**src/rtl/fir_decim_quant.sv**
```systemverilog
// Decimate a FIR output stream, quantize kept samples (round-half-up, shift,
// saturate) and buffer the results in a 4-entry output FIFO.
// Sticky flags report saturation (sat_o) and samples lost on a full FIFO (ovf_o).
module fir_decim_quant #(
    parameter int DECIM = 4,
    parameter int SHIFT = 11,
    parameter int OUT_W = 12
) (
    input  logic             clk_i,
    input  logic             rstn_i,
    input  logic             valid_i,
    input  logic [26:0]      data_i,
    input  logic             clr_i,
    output logic             valid_o,
    output logic [OUT_W-1:0] data_o,
    input  logic             ready_i,
    output logic             sat_o,
    output logic             ovf_o
);

    localparam int CNT_W = (DECIM > 1) ? $clog2(DECIM) : 1;
    localparam logic signed [27:0] RND  = 28'(1) << (SHIFT - 1);
    localparam logic signed [27:0] MAXV = 28'((1 << (OUT_W - 1)) - 1);
    localparam logic signed [27:0] MINV = -MAXV - 28'sd1;

    logic [CNT_W-1:0]       dec_cnt;
    logic                   keep;
    logic signed [27:0]     t_val;
    logic signed [27:0]     q_val;
    logic [OUT_W-1:0]       q_res;
    logic                   q_clamp;

    logic                   s1_valid;
    logic [OUT_W-1:0]       s1_data;

    logic [OUT_W-1:0]       mem [4];
    logic [1:0]             wr_ptr;
    logic [1:0]             rd_ptr;
    logic [2:0]             count;
    logic                   fifo_full;
    logic                   rd_en;
    logic                   wr_en;
    logic                   drop;

    assign keep = valid_i && (dec_cnt == '0);

    // Round, shift and clamp the incoming sample; 28-bit math cannot wrap.
    always_comb begin
        t_val   = $signed({data_i[26], data_i}) + RND;
        q_val   = t_val >>> SHIFT;
        q_res   = q_val[OUT_W-1:0];
        q_clamp = 1'b0;
        if (q_val > MAXV) begin
            q_res   = MAXV[OUT_W-1:0];
            q_clamp = 1'b1;
        end else if (q_val < MINV) begin
            q_res   = MINV[OUT_W-1:0];
            q_clamp = 1'b1;
        end
    end

    assign fifo_full = (count == 3'd4);
    assign valid_o   = (count != 3'd0);
    assign rd_en     = valid_o && ready_i;
    // A full FIFO still accepts a write when the head leaves on the same edge.
    assign wr_en     = s1_valid && (!fifo_full || rd_en);
    assign drop      = s1_valid && fifo_full && !rd_en;
    assign data_o    = valid_o ? mem[rd_ptr] : '0;

    // Decimation counter advances only on valid input samples.
    always_ff @(posedge clk_i or negedge rstn_i) begin
        if (!rstn_i) begin
            dec_cnt <= '0;
        end else if (valid_i) begin
            if (dec_cnt == CNT_W'(DECIM - 1)) dec_cnt <= '0;
            else                              dec_cnt <= dec_cnt + 1'b1;
        end
    end

    // Stage 1: register the quantized kept sample.
    always_ff @(posedge clk_i or negedge rstn_i) begin
        if (!rstn_i) begin
            s1_valid <= 1'b0;
            s1_data  <= '0;
        end else begin
            s1_valid <= keep;
            if (keep) s1_data <= q_res;
        end
    end

    // FIFO storage; contents are only meaningful while count covers them.
    always_ff @(posedge clk_i) begin
        if (wr_en) mem[wr_ptr] <= s1_data;
    end

    // Stage 2: FIFO pointers and occupancy.
    always_ff @(posedge clk_i or negedge rstn_i) begin
        if (!rstn_i) begin
            wr_ptr <= '0;
            rd_ptr <= '0;
            count  <= '0;
        end else begin
            if (wr_en) wr_ptr <= wr_ptr + 2'd1;
            if (rd_en) rd_ptr <= rd_ptr + 2'd1;
            case ({wr_en, rd_en})
                2'b10:   count <= count + 3'd1;
                2'b01:   count <= count - 3'd1;
                default: count <= count;
            endcase
        end
    end

    // Sticky flags: a set event in the same cycle as clr_i wins.
    always_ff @(posedge clk_i or negedge rstn_i) begin
        if (!rstn_i) begin
            sat_o <= 1'b0;
            ovf_o <= 1'b0;
        end else begin
            if (keep && q_clamp) sat_o <= 1'b1;
            else if (clr_i)      sat_o <= 1'b0;
            if (drop)            ovf_o <= 1'b1;
            else if (clr_i)      ovf_o <= 1'b0;
        end
    end

endmodule

```
**config.mk**
```make
export PLATFORM = sky130hd
export DESIGN_NAME = fir_decim_quant
export DESIGN_NICKNAME = d
export VERILOG_FILES = /design/src/rtl/fir_decim_quant.sv
export SDC_FILE = /design/constraint.sdc
export NUM_CORES = 1
export LEC_CHECK = 0
export ABC_AREA = 1
export CELL_PAD_IN_SITES_DETAIL_PLACEMENT = 1
export CELL_PAD_IN_SITES_GLOBAL_PLACEMENT = 1
export CORE_ASPECT_RATIO = 1.2
export CORE_MARGIN = 10
export CORE_UTILIZATION = 30
export DETAILED_ROUTE_END_ITERATION = 8
export DONT_BUFFER_PORTS = 1
export MAX_ROUTING_LAYER = met4
export PLACE_DENSITY_LB_ADDON = 0.1
export SLEW_MARGIN = 30
export SYNTH_ARGS = -nofsm -noshare
export SYNTH_HDL_FRONTEND = slang
export SYNTH_SLANG_ARGS = --single-unit
export TNS_END_PERCENT = 100
```
**constraint.sdc**
```tcl
create_clock -name clk_i -period 2 [get_ports clk_i]
set_clock_uncertainty 0.05 [all_clocks]
set_input_delay 0.6 -clock clk_i [delete_from_list [all_inputs] [get_ports clk_i]]
set_output_delay 0.6 -clock clk_i [all_outputs]
set_load 0.02 [all_outputs]
```
==> reports/results.tsv <==
stage	metric	value	unit
sta	minimum clock period	2.13	ns
worst_setup_path	startpoint type of the worst setup path	flip-flop	
synth	Ys Warns	0	
sta	crit share post-route	1.07	
min_path	Hold WC Path Type	in2async	
routing	drt wl/cell	15.2	um
floorplanning	FP Rows	42	
routing	via count	2446	
placed_design	hpwl dp	6130	um
worst_setup_path	CP Cell Sequence	buf_6 -> nor2_1 -> nor2_4 -> o21ai_2 -> a21oi_2 -> buf_6	
global_routing	met3 Use GR	0.0221	
worst_setup_path	CP Capture Type	output pin	
floorplanning	Core ar.	11100	sq um
synth	Seq/Total Area, Yosys	0.594	
placed_design	cell total after placement	522	
global_routing	first-pass GRT wire length	13500	um
clock_tree	clock slew at reported path FFs	0.06	ns
global_routing	vias in the first global route	2615	
synth	Distinct cells, synth	22	
layout	filler cell count	1285	
synth	synthesized flop and latch total	72	
run	max-cap violations	0	
floorplanning	die span in y	137	um
worst_setup_path	Data arrival, critical path	1.48	ns
clock_tree	clock latency on the worst-skew pair	0.33	ns
worst_setup_path	Worst R2R Path Depth	9	
worst_setup_path	delay-heaviest family, CP	flip-flops	
sta	Worst slew margin	0.714	
layout	filler-free cell count of the finished design	544	
synth	largest cells by area after synthesis	edfxtp_1 42%, dfrtp_1 17%, nor2_1 9.4%	
sta	Hold Slack	0.0305	ns
global_routing	gr busiest metal	met2	
sta	Final Slew Violations	0	
worst_setup_path	Data required, critical path	1.35	ns
worst_setup_path	CP Depth	6	
worst_setup_path	worst path bufs/invs	2	
worst_setup_path	Slowest-stage cell, CP	dfrtp_2	
floorplanning	Initial Util	0.309	
worst_setup_path	biggest cell delay along the critical path	0.46	ns
sta	final hold violation count	0	
placed_design	Place WS	-0.186	ns
routing	Post-DRT Antenna Nets	0	
pwr	LEAKAGE	1.69	nW
sta	fmax	469	MHz
global_routing	initial antenna violation count	0	
synth	post-synth top area cell	edfxtp_1	
pwr	IR drop worst, VDD	436	uV
synth	Synth Net Count	393	
status	status	complete, but fails checks	
sta	final setup margin	-0.130	ns
global_routing	GRT Total Usage	0.109	
worst_setup_path	Top cell by count, worst path	buf_6	
routing	via/cell ratio	4.50	
synth	synthesized cell area	3440	sq um
routing	DRT iter0 DRCs	89	
global_routing	largest net degree at the start of global routing	25	
pwr	Cell Pwr Density	1490	nW/um^2
layout	share of layout cells above drive strength 1	0.269	
layout	Final Core Density	0.398	
global_routing	grt total ovfl	0	
routing	DR pass1 iterations	4	
floorplanning	Die Wd	118	um
synth	Synth top area share	0.419	
placed_design	# port buffers	0	
clock_tree	H-tree levels	3	
clock_tree	CTS tree	done	
layout	Area Overhead vs Synth	29.0	%
synth	Avg Inst Size Synth	9.76	sq um
clock_tree	TritonCTS sink count	72	
clock_tree	root buffer cell	clkbuf_16	
synth	Mapped Cells	352	
sta	Slew @ Worst Pin	0.429	ns
routing	WL final	8260	um
layout	NumNets Final	426	
placed_design	GPL Wtd Cong	0.733	
routing	# DRC	0	
clock_tree	total CTS buffers	9	
worst_setup_path	CP Class	reg2out	
floorplanning	top-level port count	47	
clock_tree	maximum buffer depth of the clock tree	2	
layout	number of diodes	0	
global_routing	met2 Use GR	0.191	
worst_setup_path	crit-path max FO	9	
sta	RSZ-0062 raised after global routing	true	
sta	Final Setup Violations	12	
floorplanning	DIE AREA	16200	sq um
status	violations in the final reports	setup timing	
global_routing	GR Layer Usage met1	0.117	
## sequential cells by signal, indices dropped and copies added, names as in the netlist
| register | cells |
|---|---|
| dec_cnt | 2 |
| rd_ptr | 2 |
| wr_ptr | 2 |
| s1_data | 12 |
| ovf_o | 1 |
| mem | 48 |
| count | 3 |
| s1_valid | 1 |
| sat_o | 1 |
## synth_stat cells (all sizes together)
library cell and n:
nor2 92, fa 1, nand3 8, o22ai 1, xor2 12, and2 1
clkbuf 8, nand2 51, ha 8, o21ai 31, nor3 1, buf 3
xnor2 3, dfrtp 24, nand4 3, a21oi 27, edfxtp 48, inv 30
## what timing repair did
item	CTS	global route
hold buffers	1	0
resized for setup	26	41
setup endpoints to repair	12	13
pin swaps	11	15
hold endpoints to repair	24	0
setup buffers	4	1
## worst reg2reg max path: cells and delay by family (launching register included)
family / cells / cell delay (ns)
simple gates: 3 / 0.36
buf+inv: 1 / 0.06
compound gates: 2 / 0.24
xor+xnor: 1 / 0.15
flops: 1 / 0.39
fa+ha+maj: 2 / 0.52
## final timing paths
check | startpoint | slack (ns) | endpoint
worst max-delay path | rd_ptr[0] | -0.13 | data_o[6]
worst min-delay path | rstn_i | 0.03 | ovf_o
worst max register to register | count[0] | 0.12 | count[2]
worst min register to register | s1_data[7] | 0.46 | mem[3][7]
max in group asynchronous | rstn_i | 1.70 | rd_ptr[0]
min in group clk_i | clr_i | 0.32 | ovf_o
## through the flow
step                      power (W)  TNS, ns  instance area (sq um)
after floorplan             0.00382  -0.0124                   3490
after global placement      0.00449    -1.97                   3890
after detailed placement    0.00459    -2.14                   3890
after CTS                   0.00637    -1.66                   4280
after global routing        0.00706    -2.29                   4430
final                       0.00661    -1.15                   4430
## kinds of logic (layout without fill, tap and decap cells)
group	Yosys count	count (layout)	synth area share
flip-flops	72	72	0.594
XOR/XNOR	15	15	0.0382
buffers and inverters	41	79	0.0513
AO/OA/AOI/OAI	59	59	0.0983
adder cells (fa/ha/maj)	9	9	0.0349
AND/OR/NAND/NOR	156	156	0.183
## final cells by class
| class | instances | area [sq um] | share of cell area |
|---|---|---|---|
| clock buffer | 13 | 250 | 0.0564 |
| clock inverter | 3 | 41.3 | 0.00931 |
| inverter | 30 | 116 | 0.0262 |
| multi-input combinational | 239 | 1420 | 0.320 |
| sequential | 72 | 2040 | 0.461 |
| tap | 154 | 193 | 0.0435 |
| timing repair buffer | 33 | 370 | 0.0835 |
## cells in the final DEF (no fill, tap or decap), types with 2 or more instances in the layout
master / instances
clkbuf_16: 9
inv_1: 28
nor2_4: 4
xnor2_1: 3
nand2_2: 5
buf_4: 19
buf_6: 6
nor2_1: 73
clkbuf_1: 3
o21ai_2: 9
a21oi_2: 15
o21ai_0: 6
clkinvlp_4: 2
nand3_1: 7
o21ai_1: 16
nor2_2: 15
a21oi_4: 8
nand4_1: 3
edfxtp_1: 48
buf_12: 8
nand2_1: 46
dfrtp_1: 23
a21oi_1: 4
ha_1: 8
xor2_1: 12
## layer usage
| layer | part of all wire | vias to the layer above |
|---|---|---|
| met4 | 0.020 | 0 |
| met3 | 0.033 | 10 |
| met5 | 0 | - |
| met2 | 0.52 | 35 |
| met1 | 0.42 | 1180 |
| li1 | - | 1221 |
## where the power goes
part	leakage, nW	total (W)	internal [W]	switching, W
combinational	0.849	0.00267	0.00107	0.00161
sequential	0.699	0.00238	0.00208	0.000301
clock	0.137	0.00156	0.000996	0.000562
total	1.69	0.00661	0.00414	0.00247
Power figures use the tool's default switching activity.
